File: config.mk
export PLATFORM = sky130hd
export DESIGN_NAME = list_lookup_decode_stage
export DESIGN_NICKNAME = d
export VERILOG_FILES = /design/src/rtl/list_lookup_pkg.sv /design/src/rtl/lldec_prio_match.sv /design/src/rtl/list_lookup_decode_stage.sv
export SDC_FILE = /design/constraint.sdc
export NUM_CORES = 1
export LEC_CHECK = 0
export ABC_AREA = 1
export CAP_MARGIN = 20
export CORE_UTILIZATION = 50
export DETAILED_ROUTE_END_ITERATION = 8
export HOLD_SLACK_MARGIN = 0.08
export MAX_ROUTING_LAYER = met4
export PLACE_DENSITY = 0.75
export SYNTH_ARGS = -nofsm -noshare
export SYNTH_HDL_FRONTEND = slang
export SYNTH_SLANG_ARGS = --single-unit
File: constraint.sdc
create_clock -name clk -period 2.3 [get_ports clk]
set_clock_uncertainty 0.2 [all_clocks]
set_input_delay 0.46 -clock clk [delete_from_list [all_inputs] [get_ports clk]]
set_output_delay 0.46 -clock clk [all_outputs]
set_load 0.02 [all_outputs]
File: src/rtl/list_lookup_pkg.sv
// Shared types and the mask/match compare for the table-driven decode stage.
// Widths here are the stage's build widths; the top-level parameters default to them.
package list_lookup_pkg;

    localparam int LL_INST_W      = 32;
    localparam int LL_NUM_ENTRIES = 4;
    localparam int LL_SIG_W       = 3;
    localparam int LL_IDX_W       = $clog2(LL_NUM_ENTRIES);

    typedef struct packed {
        logic                 en;
        logic [LL_INST_W-1:0] mask;
        logic [LL_INST_W-1:0] match;
        logic [LL_SIG_W-1:0]  sigs;
    } decode_entry_t;

    typedef struct packed {
        logic [LL_SIG_W-1:0] sigs;
        logic                hit;
        logic [LL_IDX_W-1:0] idx;
    } decode_result_t;

    function automatic logic lldec_match(
        input decode_entry_t        entry,
        input logic [LL_INST_W-1:0] inst
    );
        return entry.en && ((inst & entry.mask) == (entry.match & entry.mask));
    endfunction

endpackage

File: src/rtl/lldec_prio_match.sv
// Combinational table compare plus lowest-index-wins priority encoder.
// LLDEC_MULTIHIT_CHK_EN adds a flag for two or more simultaneous matches.
module lldec_prio_match
    import list_lookup_pkg::*;
#(
    parameter int                  NUM_ENTRIES  = LL_NUM_ENTRIES,
    parameter logic [LL_SIG_W-1:0] DEFAULT_SIGS = '0
) (
    input  decode_entry_t [NUM_ENTRIES-1:0] tbl,
    input  logic [LL_INST_W-1:0]            inst,
`ifdef LLDEC_MULTIHIT_CHK_EN
    output logic                            multihit,
`endif
    output decode_result_t                  result
);

    // Scan high to low so the lowest matching entry is the last to land.
    always_comb begin
        result = '{sigs: DEFAULT_SIGS, hit: 1'b0, idx: '0};
        for (int i = NUM_ENTRIES - 1; i >= 0; i--) begin
            if (lldec_match(tbl[i], inst)) begin
                result.sigs = tbl[i].sigs;
                result.hit  = 1'b1;
                result.idx  = LL_IDX_W'(i);
            end
        end
    end

`ifdef LLDEC_MULTIHIT_CHK_EN
    logic seen;

    always_comb begin
        seen     = 1'b0;
        multihit = 1'b0;
        for (int i = 0; i < NUM_ENTRIES; i++) begin
            if (lldec_match(tbl[i], inst)) begin
                if (seen) multihit = 1'b1;
                seen = 1'b1;
            end
        end
    end
`endif

endmodule

File: src/rtl/list_lookup_decode_stage.sv
// Registered table-driven decode stage with valid/ready on both sides.
// Optional LLDEC_MULTIHIT_CHK_EN adds out_multihit and err_multihit_sticky.
module list_lookup_decode_stage
    import list_lookup_pkg::*;
#(
    parameter int               INST_W       = LL_INST_W,
    parameter int               NUM_ENTRIES  = LL_NUM_ENTRIES,
    parameter int               SIG_W        = LL_SIG_W,
    parameter logic [SIG_W-1:0] DEFAULT_SIGS = '0,
    localparam int              IDX_W        = $clog2(NUM_ENTRIES)
) (
    input  logic              clk,
    input  logic              reset,
    input  logic              in_valid,
    output logic              in_ready,
    input  logic [INST_W-1:0] in_inst,
    output logic              out_valid,
    input  logic              out_ready,
    output logic [SIG_W-1:0]  out_sigs,
    output logic              out_hit,
    output logic [IDX_W-1:0]  out_idx,
`ifdef LLDEC_MULTIHIT_CHK_EN
    output logic              out_multihit,
    output logic              err_multihit_sticky,
`endif
    input  logic              cfg_we,
    input  logic [IDX_W-1:0]  cfg_idx,
    input  logic              cfg_en,
    input  logic [INST_W-1:0] cfg_mask,
    input  logic [INST_W-1:0] cfg_match,
    input  logic [SIG_W-1:0]  cfg_sigs
);

    decode_entry_t [NUM_ENTRIES-1:0] tbl;
    decode_result_t                  dec;
    decode_result_t                  res_q;
    logic                            accept;

    assign in_ready = !out_valid || out_ready;
    assign accept   = in_valid && in_ready;

    assign out_sigs = res_q.sigs;
    assign out_hit  = res_q.hit;
    assign out_idx  = res_q.idx;

`ifdef LLDEC_MULTIHIT_CHK_EN
    logic dec_multihit;

    lldec_prio_match #(
        .NUM_ENTRIES  (NUM_ENTRIES),
        .DEFAULT_SIGS (DEFAULT_SIGS)
    ) u_match (
        .tbl      (tbl),
        .inst     (in_inst),
        .multihit (dec_multihit),
        .result   (dec)
    );

    always_ff @(posedge clk) begin
        if (reset) begin
            out_multihit        <= 1'b0;
            err_multihit_sticky <= 1'b0;
        end else if (accept) begin
            out_multihit <= dec_multihit;
            if (dec_multihit) err_multihit_sticky <= 1'b1;
        end
    end
`else
    lldec_prio_match #(
        .NUM_ENTRIES  (NUM_ENTRIES),
        .DEFAULT_SIGS (DEFAULT_SIGS)
    ) u_match (
        .tbl    (tbl),
        .inst   (in_inst),
        .result (dec)
    );
`endif

    // Decode reads the table before this cycle's write lands.
    always_ff @(posedge clk) begin
        if (reset) begin
            tbl       <= '0;
            out_valid <= 1'b0;
            res_q     <= '{sigs: DEFAULT_SIGS, hit: 1'b0, idx: '0};
        end else begin
            for (int i = 0; i < NUM_ENTRIES; i++) begin
                if (cfg_we && cfg_idx == IDX_W'(i)) begin
                    tbl[i] <= '{en: cfg_en, mask: cfg_mask,
                                match: cfg_match, sigs: cfg_sigs};
                end
            end
            if (accept) begin
                out_valid <= 1'b1;
                res_q     <= dec;
            end else if (out_ready) begin
                out_valid <= 1'b0;
            end
        end
    end

endmodule

==> results of run 1 <==
[final timing paths]
path	cells after the start	to	startpoint
worst max-delay path	1	out_sigs[2]	out_sigs[2]
worst max register to register	9	out_idx[0]	tbl[224]
worst min register to register	2	tbl[271]	tbl[271]
worst min-delay path	2	tbl[271]	tbl[271]
[flip-flops by register name, summed over array words and instances (netlist names)]
register   flops
out_sigs       3
tbl          272
out_valid      1
out_hit        1
out_idx        2
[report_power, final]
group / switching (mW) / internal (mW) / leakage, nW / total, mW
combinational: 0.800 / 0.539 / 3.24 / 1.34
sequential: 0.130 / 5.09 / 2.28 / 5.22
clock: 1.93 / 3.00 / 0.493 / 4.93
total: 2.86 / 8.62 / 6.02 / 11.5
[worst min-delay path: stages (launching register included)]
cell     delay [ps]
dfxtp_1         310
inv_1            50
a21oi_1          50
[per-stage QoR]
| step | utilization | worst slack (ps) | power [mW] |
|---|---|---|---|
| 5_1_grt | 0.633 | 39.5 | 11.9 |
| 6_report | 0.633 | 105 | 11.5 |
| 4_1_cts | 0.633 | 23.0 | 11.5 |
| 3_3_place_gp | 0.590 | -330 | 6.60 |
| 3_5_place_dp | 0.590 | -364 | 6.64 |
| 2_1_floorplan | - | 596 | 6.02 |
[per-layer routing]
| layer | vias up | routed length (um) | share of wire | global-route usage |
|---|---|---|---|---|
| li1 | 5925 | - | - | - |
| met1 | 5319 | 15000 | 0.44 | 0.364 |
| met2 | 352 | 16200 | 0.47 | 0.472 |
| met3 | 64 | 2480 | 0.072 | 0.0550 |
| met4 | 0 | 843 | 0.024 | 0.0832 |
| met5 | - | 0 | 0 | - |
[cell usage in the layout, fill, tap and decap left out, types with 2 or more instances in the layout]
master / synthesis / routed
nand4_1: 10 / 10
inv_2: 14 / 15
a21boi_0: 2 / 2
buf_4: 0 / 32
nor2_4: 2 / 2
a21oi_2: 2 / 2
clkinv_2: 0 / 4
inv_6: 0 / 2
inv_1: 222 / 220
o21ai_1: 2 / 3
dfxtp_1: 279 / 279
nand3_2: 4 / 5
nand3_4: 1 / 3
a21oi_1: 229 / 229
nor2_2: 6 / 6
clkbuf_1: 76 / 7
buf_12: 0 / 16
clkdlybuf4s50_1: 0 / 113
o21ai_0: 299 / 298
bufinv_16: 0 / 4
nand3_1: 115 / 112
clkbuf_8: 0 / 7
nor2_1: 238 / 238
clkinvlp_4: 0 / 2
clkbuf_16: 0 / 29
nand2_1: 249 / 249
[final cells by class]
type                            count  area share
Timing Repair Buffer              162       0.114
Clock inverter                     11      0.0110
Sequential cell                   279       0.374
Clock buffer                       43      0.0568
Tap cell                          319      0.0267
Inverter                          237      0.0599
Multi-Input combinational cell   1166       0.358
[cell families after synthesis]
group / share of synthesized area
XOR/XNOR: 0.000722
AND/OR/NAND/NOR: 0.216
buffers and inverters: 0.101
AO/OA/AOI/OAI: 0.222
flip-flops: 0.460
[timing repair]
| action | CTS | global route |
|---|---|---|
| hold buffers | 0 | 0 |
| gates resized for setup | 0 | 2 |
| endpoints found under the setup margin | 0 | 4 |
| setup buffers | 0 | 0 |
==> flow_metrics.py, run 1 <==
metrics = {
    "clock_network": {
        "path_clk_slew_ps": 60,
        "cts_buffers": 29,
        "ctsRootBufferMaster": "clkbuf_16",
        "clk_latency_ps": 550,
        "clkSinkCount": 279,
        "ctsLongestPathBuffers": 3,
        "htree_levels": 1,
        "cts_tree": "done",
    },
    "setup_path": {
        "cp-start-kind": "flip-flop",
        "path_class": "flip-flop to output pin",
        "worstPathArrival_ps": 1530,
        "slowest_stage": "clkdlybuf4s50_1",
        "worstPathMaxFanout": 2,
        "regToRegSetupSlack_ps": 430,
        "crit_path_cell_trace": "clkdlybuf4s50_1",
        "cp_top_family": "buffers and inverters",
        "cp.buffers_inverters": 1,
        "max_stage_delay_ps": 620,
        "crit_required_ps": 1640,
        "endpoint_kind": "output pin",
    },
    "floorplanning": {
        "dieWidth_um": 158,
        "coreArea_mm2": 0.0236,
        "pin_count": 115,
        "initial_core_util": 0.514,
        "rows": 56,
        "die_h_um": 158,
        "die-area_mm2": 0.0249,
    },
    "sta": {
        "slew_violations": 0,
        "fin_crit_ps": 2190,
        "worstMarginPinSlew_ps": 393,
        "setup_viol": 0,
        "rsz0062_at_grt": "false",
        "finalSetupTns_ps": 0,
        "period_share": 0.954,
        "finalHoldViolations": 0,
        "timing.fmax_mhz": 456,
        "relSlewSlack": 0.735,
        "holdWs_ps": 243,
    },
    "layout": {
        "final_cells": 2217,
        "regArea_mm2": 0.00559,
        "diodes": 0,
        "finalNetCount": 1982,
        "final_cell_area_mm2": 0.0149,
        "fill_cells": 2125,
        "drive_above_1_share": 0.0685,
        "syn2layout_area_growth_pct": 23.1,
        "multiInputGateArea_mm2": 0.00535,
    },
    "synthesis": {
        "synth_top_area_frac": 0.460,
        "synthFlopType": "dfxtp_1",
        "synth_cell_type_count": 27,
        "syn-num-nets": 1875,
        "synth-seq-cells": 279,
        "synth_most_common_cell": "o21ai_0",
        "synth_warnings": 0,
        "netlist_area_mm2": 0.0121,
        "synthCells": 1768,
        "synth_area_per_cell_um2": 6.86,
        "synth-edff-count": 0,
        "yosysSeqAreaShare": 0.460,
        "synth_area_leaders": "dfxtp_1, o21ai_0, a21oi_1",
        "yosys-top-cells-count": "o21ai_0, dfxtp_1, nand2_1",
        "async_flop_share": 0,
        "yosys.area.top_type": "dfxtp_1",
    },
    "detailed_routing": {
        "vias_per_cell": 5.26,
        "postRouteAntennaNets": 0,
        "wl_mm": 34.5,
        "drtIter0Drc": 985,
        "drc": 0,
        "wl_per_cell_um": 15.6,
        "vias": 11660,
        "drtPass1Iterations": 6,
    },
    "global_routing": {
        "grt_max_degree": 69,
        "grt_first_pass_wirelength_mm": 54.8,
        "antenna_found_initial": 0,
        "groute.usage.overall": 0.290,
        "grt.overflow.total": 0,
        "grt_pass1_vias": 10642,
    },
    "place": {
        "dpl.hpwl_mm": 24.0,
        "portBuffers": 114,
        "gp_congestion": 0.906,
        "placed_area_mm2": 0.0139,
        "post-place-cells": 2163,
    },
    "flow_run": {
        "cap_violations": 0,
    },
    "outcome": {
        "status": "completed",
    },
    "power_and_ir_drop": {
        "power_density_mw_per_mm2": 769,
        "vdd_ir_drop_max_uv": 617,
        "total_leakage_power_nw": 6.02,
    },
    "hold_path": {
        "min_path_type": "flip-flop to flip-flop",
    },
}
No activity file was read; power rests on OpenSTA's default activity.
==> inputs of run 2 (changes only) <==
--- a/config.mk
+++ b/config.mk
@@ -6,8 +6,9 @@
 export NUM_CORES = 1
 export LEC_CHECK = 0
 export ABC_AREA = 1
-export CAP_MARGIN = 20
+export CAP_MARGIN = 10
 export CORE_UTILIZATION = 50
+export CTS_BUF_LIST = sky130_fd_sc_hd__clkbuf_4 sky130_fd_sc_hd__clkbuf_8
 export DETAILED_ROUTE_END_ITERATION = 8
 export HOLD_SLACK_MARGIN = 0.08
 export MAX_ROUTING_LAYER = met4
==> run 2 against run 1 <==
Against the previous run: sequential share of layout area down 0.087 points; final cell count up 1.3%; register-to-register slack worse by 80 ps; maximum frequency about the same; flip-flop and latch count unchanged; power down 1.5%; final area up 0.23%; clock power down 4%; via count up 0.72%; global-route usage about the same; critical endpoint is now out_sigs[1]; setup slack better by 0.86 ps.
==> flow_metrics.py, run 2 (synthesized netlist as in run 1, its figures left out) <==
metrics = {
    "setup_path": {
        "cp.buffers_inverters": 1,
        "endpoint_kind": "output pin",
        "worstPathArrival_ps": 1530,
        "crit_path_cell_trace": "clkdlybuf4s50_1",
        "path_class": "flip-flop to output pin",
        "r2r_start": "tbl[224]",
        "worstPathMaxFanout": 2,
        "max_stage_delay_ps": 620,
        "cp-start-kind": "flip-flop",
        "slowest_stage": "clkdlybuf4s50_1",
        "timing.rr.end": "out_sigs[2]",
        "regToRegSetupSlack_ps": 350,
        "r2r_cells": 9,
        "cp_top_family": "buffers and inverters",
        "crit_required_ps": 1640,
    },
    "detailed_routing": {
        "top_layer_used": "met4",
        "wl_mm": 34.5,
        "wl_met2_mm": 16.0,
        "drtPass1Iterations": 5,
        "vias_per_cell": 5.23,
        "drc": 0,
        "wl_met1_mm": 15.2,
        "vias": 11744,
        "drtIter0Drc": 927,
        "wl_met3_mm": 2.54,
        "wl_per_cell_um": 15.3,
        "postRouteAntennaNets": 0,
    },
    "clock_network": {
        "cts_tree": "done",
        "ctsRootBufferMaster": "clkbuf_8",
        "postCtsSetupBuffers": 0,
        "cts_buffers": 47,
        "clkSinkCount": 279,
        "clk_latency_ps": 560,
        "ctsLongestPathBuffers": 3,
        "path_clk_slew_ps": 60,
        "htree_levels": 2,
    },
    "hold_path": {
        "min_path_type": "flip-flop to flip-flop",
        "hold_path_depth": 2,
        "holdCritStartpoint": "tbl[104]",
        "hold_end": "tbl[104]",
    },
    "place": {
        "post-place-cells": 2163,
        "dpl.hpwl_mm": 24.0,
        "portBuffers": 114,
        "gp_congestion": 0.906,
    },
    "layout": {
        "layout_common_cells": "o21ai_0, dfxtp_1, nand2_1, nor2_1, a21oi_1",
        "fill_cells": 2122,
        "regMostFlops": "tbl",
        "finalNetCount": 2000,
        "final_util": 0.634,
        "drive_above_1_share": 0.0862,
        "final_common_cell": "o21ai_0",
        "syn2layout_area_growth_pct": 23.4,
        "final_cells": 2246,
        "largest_reg_flops": 272,
    },
    "power_and_ir_drop": {
        "p_sw_mw": 2.88,
        "p_comb_frac": 0.119,
        "clock_power_share": 0.420,
        "swShare": 0.255,
        "vdd_ir_drop_max_uv": 510,
        "power_density_mw_per_mm2": 755,
        "fin_total_pwr_mw": 11.3,
        "total_leakage_power_nw": 6.08,
        "power_frac_seq": 0.461,
        "p_int_mw": 8.43,
    },
    "floorplanning": {
        "die_h_um": 158,
        "coreArea_mm2": 0.0236,
        "initial_core_util": 0.514,
        "rows": 56,
        "die-area_mm2": 0.0249,
        "pin_count": 115,
        "dieWidth_um": 158,
    },
    "flow_run": {
        "cap_violations": 0,
    },
    "sta": {
        "setup_viol": 0,
        "finalHoldViolations": 0,
        "fin_crit_ps": 2190,
        "finalSetupTns_ps": 0,
        "relSlewSlack": 0.724,
        "period_share": 0.954,
        "worstMarginPinSlew_ps": 409,
        "rsz0062_at_grt": "false",
        "timing.fmax_mhz": 456,
        "slew_violations": 0,
    },
    "global_routing": {
        "antenna_found_initial": 1,
        "grt_max_degree": 69,
        "grt_pass1_vias": 10736,
        "grt.overflow.total": 0,
        "groute.usage.overall": 0.289,
        "grt_first_pass_wirelength_mm": 54.7,
    },
    "outcome": {
        "status": "completed",
    },
}
[run 2: changes by cell type in the layout (fill, tap and decap cells not counted)]
| cell | delta |
|---|---|
| clkinvlp_4 | -2 |
| clkbuf_1 | -7 |
| clkinv_2 | -2 |
| clkbuf_4 | +11 |
| clkbuf_16 | -29 |
| diode_2 | +1 |
| nor2_1 | -1 |
| clkbuf_8 | +62 |
| nor2_2 | +1 |
| o21ai_1 | -1 |
| inv_6 | -1 |
| bufinv_16 | -4 |
| o21ai_0 | +1 |
[run 2: how the worst max path moves through the flow]
stage | cells past startpoint | start | endpoint
2_1_floorplan | 14 | in_inst[27] | out_sigs[0]
3_3_place_gp | 11 | in_inst[17] | out_sigs[1]
3_5_place_dp | 11 | in_inst[17] | out_sigs[0]
4_1_cts | 4 | out_ready | in_ready
5_1_grt | 11 | in_inst[17] | out_sigs[2]
6_report | 1 | out_sigs[1] | out_sigs[1]
[run 2: power groups by stage]
stage	logic [mW]	registers [mW]	clock network [mW]
floorplan	0.729	5.29	0
global placement	1.30	5.31	0
detailed placement	1.32	5.32	0
CTS	1.33	5.21	4.82
global route	1.49	5.24	5.05
finish	1.34	5.22	4.75
[run 2: layout make-up]
class	instances	area, um2	share of cell area
diodes	1	2.50	0.000167
clock buffers	80	1030	0.0689
clock inverters	2	10.0	0.000668
inverters	237	895	0.0597
multi-input cells	1166	5350	0.357
flip-flops and latches	279	5590	0.373
well taps	319	399	0.0266
repair buffers	162	1700	0.114
[run 2: through the flow]
step	worst slack [ps]	instance area, um2	hold slack (ps)
after floorplan	596	12100	224
after CTS	23.0	15000	246
after detailed placement	-364	13900	235
after global routing	4.80	15000	259
final	106	15000	242
after global placement	-330	13900	231
[run 2: repair_timing]
item | CTS | global route
hold buffers | 0 | 0
setup endpoints to repair | 0 | 7
endpoints found under the hold margin | 0 | 0
gates resized for setup | 0 | 2
[run 2: metal layers]
metal / track usage / vias up
li1: - / 5971
met1: 0.364 / 5318
met2: 0.465 / 392
met3: 0.0589 / 63
met4: 0.0925 / 0
met5: - / -
==> inputs of run 3 (changes only) <==
--- a/config.mk
+++ b/config.mk
@@ -7,6 +7,7 @@
 export LEC_CHECK = 0
 export ABC_AREA = 1
 export CAP_MARGIN = 10
+export CORE_ASPECT_RATIO = 0.7
 export CORE_UTILIZATION = 50
 export CTS_BUF_LIST = sky130_fd_sc_hd__clkbuf_4 sky130_fd_sc_hd__clkbuf_8
 export DETAILED_ROUTE_END_ITERATION = 8
==> run 3 against run 2 <==
Against the previous run: maximum frequency down 1.1%; final area up 0.38%; sequential power about the same; hold slack better by 3.2 ps; register-to-register slack about the same; clock power down 4%; final cell count up 0.45%; utilization about the same; non-clock buffer count up 17; global-route usage up 0.63 points; critical path type unchanged.
==> flow_metrics.py, run 3 (synthesized netlist as in run 1, its figures left out) <==
metrics = {
    "hold_path": {
        "hold_path_depth": 2,
        "min_path_type": "flip-flop to flip-flop",
    },
    "detailed_routing": {
        "postRouteAntennaNets": 0,
        "wl_mm": 35.7,
        "vias": 11956,
        "drc": 0,
        "drtIter0Drc": 1130,
        "wl_per_cell_um": 15.8,
        "vias_per_cell": 5.30,
        "drtPass1Iterations": 6,
    },
    "floorplanning": {
        "die-area_mm2": 0.0249,
        "rows": 47,
        "pin_count": 115,
        "coreArea_mm2": 0.0237,
        "initial_core_util": 0.512,
        "dieWidth_um": 188,
        "die_h_um": 132,
    },
    "global_routing": {
        "grt_pass1_vias": 10765,
        "grt.overflow.total": 0,
        "grt_max_degree": 59,
        "groute.usage.overall": 0.296,
        "antenna_found_initial": 0,
        "grt_first_pass_wirelength_mm": 56.9,
    },
    "layout": {
        "largest_reg_flops": 272,
        "drive_above_1_share": 0.0939,
        "layout_common_cells": "o21ai_0, dfxtp_1, nand2_1, nor2_1, a21oi_1",
        "fill_cells": 2125,
        "syn2layout_area_growth_pct": 23.9,
        "regMostFlops": "tbl",
        "regArea_mm2": 0.00559,
        "final_util": 0.634,
        "final_common_cell": "o21ai_0",
        "multiInputGateArea_mm2": 0.00537,
        "finalNetCount": 2013,
        "diodes": 0,
    },
    "clock_network": {
        "ctsLongestPathBuffers": 3,
        "htree_levels": 2,
        "cts_buffers": 43,
        "clkSinkCount": 279,
        "cts_tree": "done",
        "holdBufCountCts": 0,
        "path_clk_slew_ps": 70,
        "ctsRootBufferMaster": "clkbuf_8",
        "clk_latency_ps": 550,
    },
    "sta": {
        "period_share": 0.964,
        "timing.fmax_mhz": 451,
        "worstMarginPinSlew_ps": 428,
        "setup_viol": 0,
        "relSlewSlack": 0.712,
        "rsz0062_at_grt": "false",
        "holdWs_ps": 246,
        "slew_violations": 0,
        "finalHoldViolations": 0,
        "fin_crit_ps": 2220,
    },
    "setup_path": {
        "endpoint_kind": "output pin",
        "worstPathArrival_ps": 1560,
        "worstPathMaxFanout": 2,
        "cp.depth": 1,
        "slowest_stage": "clkdlybuf4s50_1",
        "cp.buffers_inverters": 1,
        "cp-start-kind": "flip-flop",
        "crit_required_ps": 1640,
        "max_stage_delay_ps": 630,
        "regToRegSetupSlack_ps": 360,
        "path_class": "flip-flop to output pin",
        "r2r_cells": 13,
        "crit_path_cell_trace": "clkdlybuf4s50_1",
        "cp_top_family": "buffers and inverters",
    },
    "power_and_ir_drop": {
        "power_density_mw_per_mm2": 741,
        "vdd_ir_drop_max_uv": 402,
        "total_leakage_power_nw": 6.14,
    },
    "place": {
        "portBuffers": 114,
        "gp_congestion": 0.892,
        "dpl.hpwl_mm": 25.1,
    },
    "outcome": {
        "status": "completed",
    },
    "flow_run": {
        "cap_violations": 0,
    },
}
## run 3: metal layers
layer | global-route usage | vias up | share of wire
met4 | 0.0781 | 0 | 0.019
met1 | 0.427 | 5457 | 0.48
met2 | 0.418 | 448 | 0.42
met3 | 0.0572 | 62 | 0.085
met5 | - | - | 0
li1 | - | 5989 | -
## run 3: power by group
group | switching [mW] | internal (mW)
combinational | 0.819 | 0.552
sequential | 0.131 | 5.09
clock | 1.93 | 2.63
total | 2.88 | 8.27
## run 3: final cells by class
| type | count | area share |
|---|---|---|
| clock buffer | 74 | 0.0615 |
| clock inverter | 3 | 0.00266 |
| inverter | 237 | 0.0595 |
| multi-input combinational | 1166 | 0.357 |
| sequential | 279 | 0.372 |
| tap | 318 | 0.0265 |
| timing repair buffer | 179 | 0.122 |
## run 3: final timing paths
kind,from,endpoint
worst min register to register,tbl[109],tbl[109]
worst max-delay path,out_sigs[1],out_sigs[1]
worst max register to register,tbl[167],out_sigs[1]
worst min-delay path,tbl[109],tbl[109]
## run 3: stage by stage
step / cells / TNS [ps] / power [mW] / setup slack [ps] / cell area (um2)
2_1_floorplan: 1768 / 0 / 6.02 / 596 / 12100
3_3_place_gp: 2179 / -2080 / 6.62 / -367 / 14000
3_5_place_dp: 2179 / -2090 / 6.66 / -377 / 14000
4_1_cts: 2256 / 0 / 11.2 / 26.4 / 15000
5_1_grt: 2256 / 0 / 11.6 / 4.51 / 15000
6_report: 2256 / 0 / 11.1 / 82.3 / 15000
## run 3: what timing repair did
item | in CTS | in global routing
setup buffers | 0 | 0
resized for setup | 0 | 9
hold endpoints to repair | 0 | 0
endpoints found under the setup margin | 0 | 5
